File: src/rtl/frame_scanner.sv
// Frame readout engine: walks the pixel buffer in raster order through a
// fixed-latency read port and streams pixels over valid/ready with eol/eof marks.
module frame_scanner #(
    parameter int PX_WIDTH  = 160,
    parameter int PX_HEIGHT = 120,
    parameter int PIX_BITS  = 3,
    parameter int ADDR_W    = 16,
    parameter int RD_LAT    = 1,
    parameter int DECIM     = 1
) (
    input  logic                clk,
    input  logic                clr,
    input  logic                frame_tick,
    output logic                rd_en,
    output logic [ADDR_W-1:0]   rd_addr,
    input  logic [PIX_BITS-1:0] rd_data,
    output logic                out_valid,
    input  logic                out_ready,
    output logic [PIX_BITS-1:0] out_data,
    output logic                out_eol,
    output logic                out_eof,
    output logic                busy,
    output logic [15:0]         frame_cnt,
    output logic [7:0]          drop_cnt
);
    localparam int DEPTH = RD_LAT + 2;
    localparam int PTR_W = $clog2(DEPTH);
    localparam int CNT_W = $clog2(DEPTH + 1);
    localparam int COL_W = (PX_WIDTH  > 1) ? $clog2(PX_WIDTH)  : 1;
    localparam int ROW_W = (PX_HEIGHT > 1) ? $clog2(PX_HEIGHT) : 1;
    localparam int PH_W  = (DECIM > 1) ? $clog2(DECIM) : 1;

    localparam logic [1:0] IDLE  = 2'd0;
    localparam logic [1:0] SCAN  = 2'd1;
    localparam logic [1:0] DRAIN = 2'd2;

    typedef struct packed {
        logic eol;
        logic eof;
    } mark_t;

    typedef struct packed {
        logic [PIX_BITS-1:0] data;
        logic                eol;
        logic                eof;
    } beat_t;

    logic [1:0]       state;
    logic [PH_W-1:0]  phase;
    logic [COL_W-1:0] col;
    logic [ROW_W-1:0] row;
    logic [CNT_W-1:0] inflight;
    logic [CNT_W-1:0] count;
    logic [PTR_W-1:0] wr_ptr, rd_ptr;
    logic [RD_LAT:1]  vld_pipe;
    mark_t [RD_LAT:1] mark_pipe;
    beat_t            fifo [DEPTH];

    logic  last_col, last_px, push, pop;
    mark_t issue_mark;
    beat_t head;

    assign last_col   = (col == COL_W'(PX_WIDTH - 1));
    assign last_px    = last_col && (row == ROW_W'(PX_HEIGHT - 1));
    assign issue_mark = '{eol: last_col, eof: last_px};

    // A read is issued only if its return is guaranteed a FIFO slot.
    assign rd_en     = (state == SCAN) && (inflight < CNT_W'(DEPTH));
    assign busy      = (state != IDLE);
    assign push      = vld_pipe[RD_LAT];
    assign head      = fifo[rd_ptr];
    assign out_valid = (count != '0);
    assign out_data  = head.data;
    assign out_eol   = head.eol;
    assign out_eof   = head.eof;
    assign pop       = out_valid && out_ready;

    always_ff @(posedge clk) begin
        if (!clr) begin
            state     <= IDLE;
            phase     <= '0;
            col       <= '0;
            row       <= '0;
            rd_addr   <= '0;
            frame_cnt <= '0;
            drop_cnt  <= '0;
        end else begin
            if (frame_tick && busy && drop_cnt != 8'hff)
                drop_cnt <= drop_cnt + 8'd1;
            case (state)
                IDLE: begin
                    if (frame_tick) begin
                        phase <= (phase == PH_W'(DECIM - 1)) ? '0 : phase + 1'b1;
                        if (phase == '0)
                            state <= SCAN;
                    end
                end
                SCAN: begin
                    if (rd_en) begin
                        // counters rewind on the last issue so the next frame starts at 0
                        rd_addr <= last_px ? '0 : rd_addr + 1'b1;
                        col     <= last_col ? '0 : col + 1'b1;
                        if (last_col)
                            row <= last_px ? '0 : row + 1'b1;
                        if (last_px)
                            state <= DRAIN;
                    end
                end
                DRAIN: begin
                    if (pop && head.eof) begin
                        state     <= IDLE;
                        frame_cnt <= frame_cnt + 16'd1;
                    end
                end
                default: state <= IDLE;
            endcase
        end
    end

    always_ff @(posedge clk) begin
        if (!clr) begin
            vld_pipe  <= '0;
            mark_pipe <= '0;
            inflight  <= '0;
            count     <= '0;
            wr_ptr    <= '0;
            rd_ptr    <= '0;
            for (int i = 0; i < DEPTH; i++)
                fifo[i] <= '0;
        end else begin
            vld_pipe[1]  <= rd_en;
            mark_pipe[1] <= issue_mark;
            for (int k = 2; k <= RD_LAT; k++) begin
                vld_pipe[k]  <= vld_pipe[k-1];
                mark_pipe[k] <= mark_pipe[k-1];
            end
            if (push) begin
                fifo[wr_ptr] <= '{data: rd_data, eol: mark_pipe[RD_LAT].eol,
                                  eof: mark_pipe[RD_LAT].eof};
                wr_ptr <= (wr_ptr == PTR_W'(DEPTH - 1)) ? '0 : wr_ptr + 1'b1;
            end
            if (pop)
                rd_ptr <= (rd_ptr == PTR_W'(DEPTH - 1)) ? '0 : rd_ptr + 1'b1;
            count    <= count + CNT_W'(push) - CNT_W'(pop);
            inflight <= inflight + CNT_W'(rd_en) - CNT_W'(pop);
        end
    end
endmodule

File: config.mk
export PLATFORM = sky130hd
export DESIGN_NAME = frame_scanner
export DESIGN_NICKNAME = d
export VERILOG_FILES = /design/src/rtl/frame_scanner.sv
export SDC_FILE = /design/constraint.sdc
export NUM_CORES = 1
export LEC_CHECK = 0
export ABC_AREA = 1
export BUFFER_PORTS_ARGS = -buffer_cell sky130_fd_sc_hd__buf_2
export CORE_AREA = 2 2 108 110
export DETAILED_ROUTE_END_ITERATION = 16
export DIE_AREA = 0 0 110 112
export SLEW_MARGIN = 20
export SYNTH_ARGS = -nofsm -noshare
export SYNTH_HDL_FRONTEND = slang
export SYNTH_SLANG_ARGS = --single-unit
File: constraint.sdc
create_clock -name clk -period 1.7 [get_ports clk]
set_input_delay 0.17 -clock clk [delete_from_list [all_inputs] [get_ports clk]]
set_output_delay 0.17 -clock clk [all_outputs]
set_load 0.005 [all_outputs]
-- Word-level counts from Yosys, hierarchy flattened
Memory sizes are Yosys's and may differ from the RTL's. A register that Yosys moved wholly into a read port is not among the register bits.
Cells that the tools add are included.
- register bits: 69
- bits in writable memories: 15
- input port bits: 7
- word-level logic and storage cells: 76
- memories: 1
- add/sub/neg operators: 12
- $lt $le $gt $ge: 1
- eq/ne operators: 12
- mux-type cells: 21
- reductions and logical operators: 15
- memory list (name ; words ; width ; read ports ; clocked after Yosys merged registers in ; wr ports ; line ; RTL):
    fifo ; 3 ; 5 ; 1 ; 1 ; 3 ; 57 ; beat_t fifo [DEPTH];
- operators by type and width (operator ; number):
    16-bit by 1-bit adder with 16-bit output, second input constant ; 2
    2-bit two-way mux ; 10
    8-bit by 1-bit adder with 8-bit output, second input constant ; 2
    16-bit two-way mux ; 1
    2-bit != test, second input constant ; 5
    8-bit equality test, second input constant ; 1
    8-bit two-way mux ; 1
    8-bit != test, second input constant ; 1
    7-bit by 1-bit adder with 7-bit output, second input constant ; 1
    7-bit equality test, second input constant ; 1
    7-bit two-way mux ; 1
    2-bit equality test, second input constant ; 3
    1-bit logical AND ; 6
    1-bit two-way mux ; 6
    2-bit case mux with 3 select lines ; 1
    2-bit AND reduction ; 3
    5-bit two-way mux ; 1
    5-bit AND reduction ; 1
    5-bit OR reduction ; 1
    2-bit by 1-bit adder with 2-bit output ; 2
    2-bit by 1-bit adder with 2-bit output, second input constant ; 2
    2-bit nonzero test ; 2
    2-bit by 1-bit subtractor with 2-bit output ; 2
    3-bit AND reduction ; 1
    other kinds (4) ; 4

-- Depth between registers and ports, before layout
- word-level depth: 5
- gate-level depth with buffers: 11
- gate-level depth less buffers: 11

-- Worst setup path before layout
Ideal clock, no wire load.
- path type: register to register
- from: register count[0]
- to: register count[1]
- arrival time: 1.389 ns
- slack: 0.191 ns
- cell stages (with the launch flop): 8
- period minus slack after synthesis: 1.509 ns
- path through: dfxtp_1 -> o21a_1 -> ha_1 -> inv_1 -> ha_1 -> xor2_1 -> o21ai_0 -> a21oi_1
- word-level cells in the longest chain between the ends: 3
- elaborated cells on any way between the ends: 4
- those cells by class: 2 x add/sub; 2 x reduce/logical
- RTL lines (item ; line ; RTL):
    from (decl) ; 53 ; logic [CNT_W-1:0] count;
    from (signal assigned) ; 144 ; count <= count + CNT_W'(push) - CNT_W'(pop);
    branches (longest 2 deep; another with 2-bit by 1-bit adder with 2-bit output) ; -- ;
    2-bit by 1-bit subtractor with 2-bit output * ; 144 ;
Every way passes the cells marked *.
A chain may end at the register's enable or synchronous reset.

-- Worst setup path after layout
- from: register state[0]
- to: output port rd_en
- word-level cells in the longest chain between the ends: 2
- RTL lines (item ; line ; RTL):
    from (decl) ; 48 ; logic [1:0] state;
    from (signal assigned) ; 80 ; state <= IDLE;
    from (signal assigned) ; 95 ; state <= SCAN;
    from (signal assigned) ; 106 ; state <= DRAIN;
    2-bit by 1-bit equality test with 1-bit output ; 68 ; assign rd_en = (state == SCAN) && (inflight < CNT_W'(DEPTH));
    1-bit logical AND ; 68 ;
    to (decl) ; 14 ; output logic rd_en,
No other way between the ends.

==> flow_metrics.py <==
metrics = {
    "power_and_ir_drop": {
        "leakage_nw": 2.22,
        "irDropWorstVdd_v": 0.000471,
        "p_total_mw": 5.08,
        "cellPowerDensity_nw_per_um2": 963,
    },
    "floorplan": {
        "chipWidth_um": 110,
        "die_h_um": 112,
        "coreArea_um2": 11200,
        "initial_core_util_pct": 39.3,
        "fp-row-count": 39,
        "io_pins": 55,
        "dieArea_um2": 12300,
    },
    "global_route": {
        "grt_max_degree": 23,
        "grt_pass1_wl_um": 16600,
        "grtUsageTotal_pct": 16.9,
        "antenna_found_initial": 1,
        "overflow": 0,
        "grt_pass1_vias": 3731,
    },
    "detailed_routing": {
        "drtPass1Iterations": 4,
        "drt_iter0_drc": 170,
        "drc": 0,
        "drt-total-wl_um": 9720,
        "via_per_inst": 4.78,
        "dr_total_vias": 3903,
        "wl_per_cell_um": 11.9,
        "drtAntennaViolNets": 0,
    },
    "clock_tree": {
        "cts_tree": "done",
        "root_buffer": "clkbuf_16",
        "ctsHoldBuffers": 0,
        "clk_path_buf_depth": 2,
        "ctsHtreeMaxLevel": 3,
        "cts_sinks": 90,
        "cts_buffers": 9,
        "insertion_delay_ns": 0.35,
        "clk_pin_slew_ns": 0.07,
    },
    "place": {
        "gpl.final_weighted_congestion": 0.870,
        "port_buffers": 54,
        "hpwl_um": 7030,
    },
    "sta": {
        "hold_ws_ns": 0.0166,
        "max-slew-margin-rel_pct": 80.7,
        "finClkSkew_ns": 0.00749,
        "fmax_mhz": 636,
        "final-setup-viol-count": 0,
        "period_share_pct": 92.4,
        "post-route-min-period_ns": 1.57,
        "hold_violations": 0,
        "drv_slew": 0,
        "worst_pin_slew_ns": 0.289,
    },
    "layout": {
        "n_antenna_cell": 0,
        "nFillCells": 1084,
        "nNetsFinal": 685,
        "drive_gt1_share_pct": 19.7,
        "area_growth_pct": 20.0,
    },
    "job": {
        "maxCapViolCount": 0,
    },
    "setup_path": {
        "critPathLaunchType": "flop",
        "cp_max_fo": 8,
        "worst-setup-path-type": "reg -> out",
        "arrival_ns": 1.40,
        "crit_required_ns": 1.53,
        "endpoint_kind": "primary output",
    },
    "logic_synthesis": {
        "synth_area_um2": 4390,
        "synth_seq_cells": 90,
        "syn_avg_cell_area_um2": 7.41,
        "netlist_instances": 593,
        "ys_seq_area_share_pct": 45.6,
        "synth.distinct_cells": 37,
        "ys_warn_count": 0,
        "synthesis.nets": 609,
    },
    "min_path": {
        "hp-class": "in -> reg",
    },
    "run_status": {
        "status": "finished clean",
    },
}
layer usage:
metal  track usage [%]  part of all wire, %
met2              27.1                   46
met3              4.16                  4.8
met5                 0                 0.13
met4              7.26                  1.9
met1              21.5                   47
cells by family (layout without fill, tap and decap cells):
logic type | after synthesis | in the layout | share of synthesized area [%]
and+or+nand+nor | 318 | 318 | 30.9
DFF | 90 | 90 | 45.6
buffers and inverters | 85 | 166 | 7.92
AOI/OAI and AO/OA | 77 | 77 | 10.3
xor gates and xnor gates | 14 | 14 | 2.79
adders and majority gates | 9 | 9 | 2.56
cell usage after synthesis (all sizes together):
master  number  area (µm²)
a211oi       2        15.0
a21oi       39         225
a31oi        1        6.26
and2         1        6.26
buf          5        46.3
clkbuf       6        22.5
clkinv       1        5.00
dfxtp       70        1400
edfxtp      20         601
ha           9         113
inv         73         274
nand2      154         603
nand3       25         138
nand3b       1        7.51
nand4       18         113
nor2       103         399
nor3        10        50.1
nor3b        3        22.5
nor4         1        6.26
o211a        1        10.0
o21a         1        7.51
o21ai       28         155
o21bai       1        7.51
o22ai        4        25.0
or2          2        12.5
xnor2        6        52.6
xor2         8        70.1
cell usage in the layout (no fill, tap or decap), types with 2 or more instances in the layout:
cell type    n
a211oi_1     2
a21oi_2      8
nand3_1     23
dfxtp_1     68
o21ai_0     26
nor2_2       4
xnor2_1      6
nand2_2     11
ha_1         8
o22ai_1      4
a21oi_1     31
nand4_1     18
edfxtp_1    20
buf_2       54
buf_4       21
inv_4        2
nor2_1      97
nor3b_1      3
or2_2        2
nor2_4       2
nand2_1    142
inv_8        3
nor3_1      10
inv_6        3
xor2_1       8
dfxtp_2      2
inv_1       68
clkbuf_16    9
inv_2        3
power breakdown:
group	internal, mW	leakage [nW]	switching, mW	total [mW]
logic	0.305	1.31	0.426	0.731
registers	2.30	0.766	0.0837	2.38
clock network	1.04	0.143	0.929	1.97
total	3.64	2.22	1.44	5.08
metrics by stage:
step	cell area, µm²	std cells	setup WS [ns]	TNS, ns	util [%]
after floorplan	4390	593	0.191	0	-
after global placement	4920	798	0.109	0	44.0
after detailed placement	4920	798	0.0586	0	44.0
after CTS	5210	814	0.00819	0	46.6
after global routing	5270	817	-0.000109	-0.000109	47.2
final	5270	817	0.129	0	47.2
area by class of cell:
cell class,count,area [µm²],area share (%)
inverters,74,284,5.39
flip-flops and latches,90,2000,38.0
multi-input cells,418,2070,39.3
clock inverters,7,67.6,1.28
well taps,143,179,3.39
clock buffers,9,225,4.27
repair buffers,76,439,8.33
sequential cells by signal, summed over array words and instances (netlist names), named ones only:
signal     cells
inflight       2
rd_addr       16
drop_cnt       8
row            7
state          2
wr_ptr         2
mark_pipe      2
fifo          20
rd_ptr         2
col            8
frame_cnt     16
count          2
push           1
final timing paths:
check | start | endpoint | slack (ns) | cells after the start
max | state[0] | rd_en | 0.13 | 6
min | rd_data[1] | fifo[3][3] | 0.02 | 1
min reg2reg | mark_pipe[0] | fifo[3][0] | 0.44 | 0
max reg2reg | col[0] | col[7] | 0.15 | 10
worst max-delay path: stages, from the launching register on:
cell,delay (ns)
dfxtp_1,0.33
inv_1,0.07
nor2_4,0.11
nand2_2,0.12
inv_4,0.13
buf_4,0.17
buf_2,0.12
repair_timing:
action / 4_1_cts / 5_1_grt
resized for setup: 0 / 16
buffers inserted: 0 / 3
setup endpoints to repair: 0 / 24
Power figures use the tool's default switching activity.
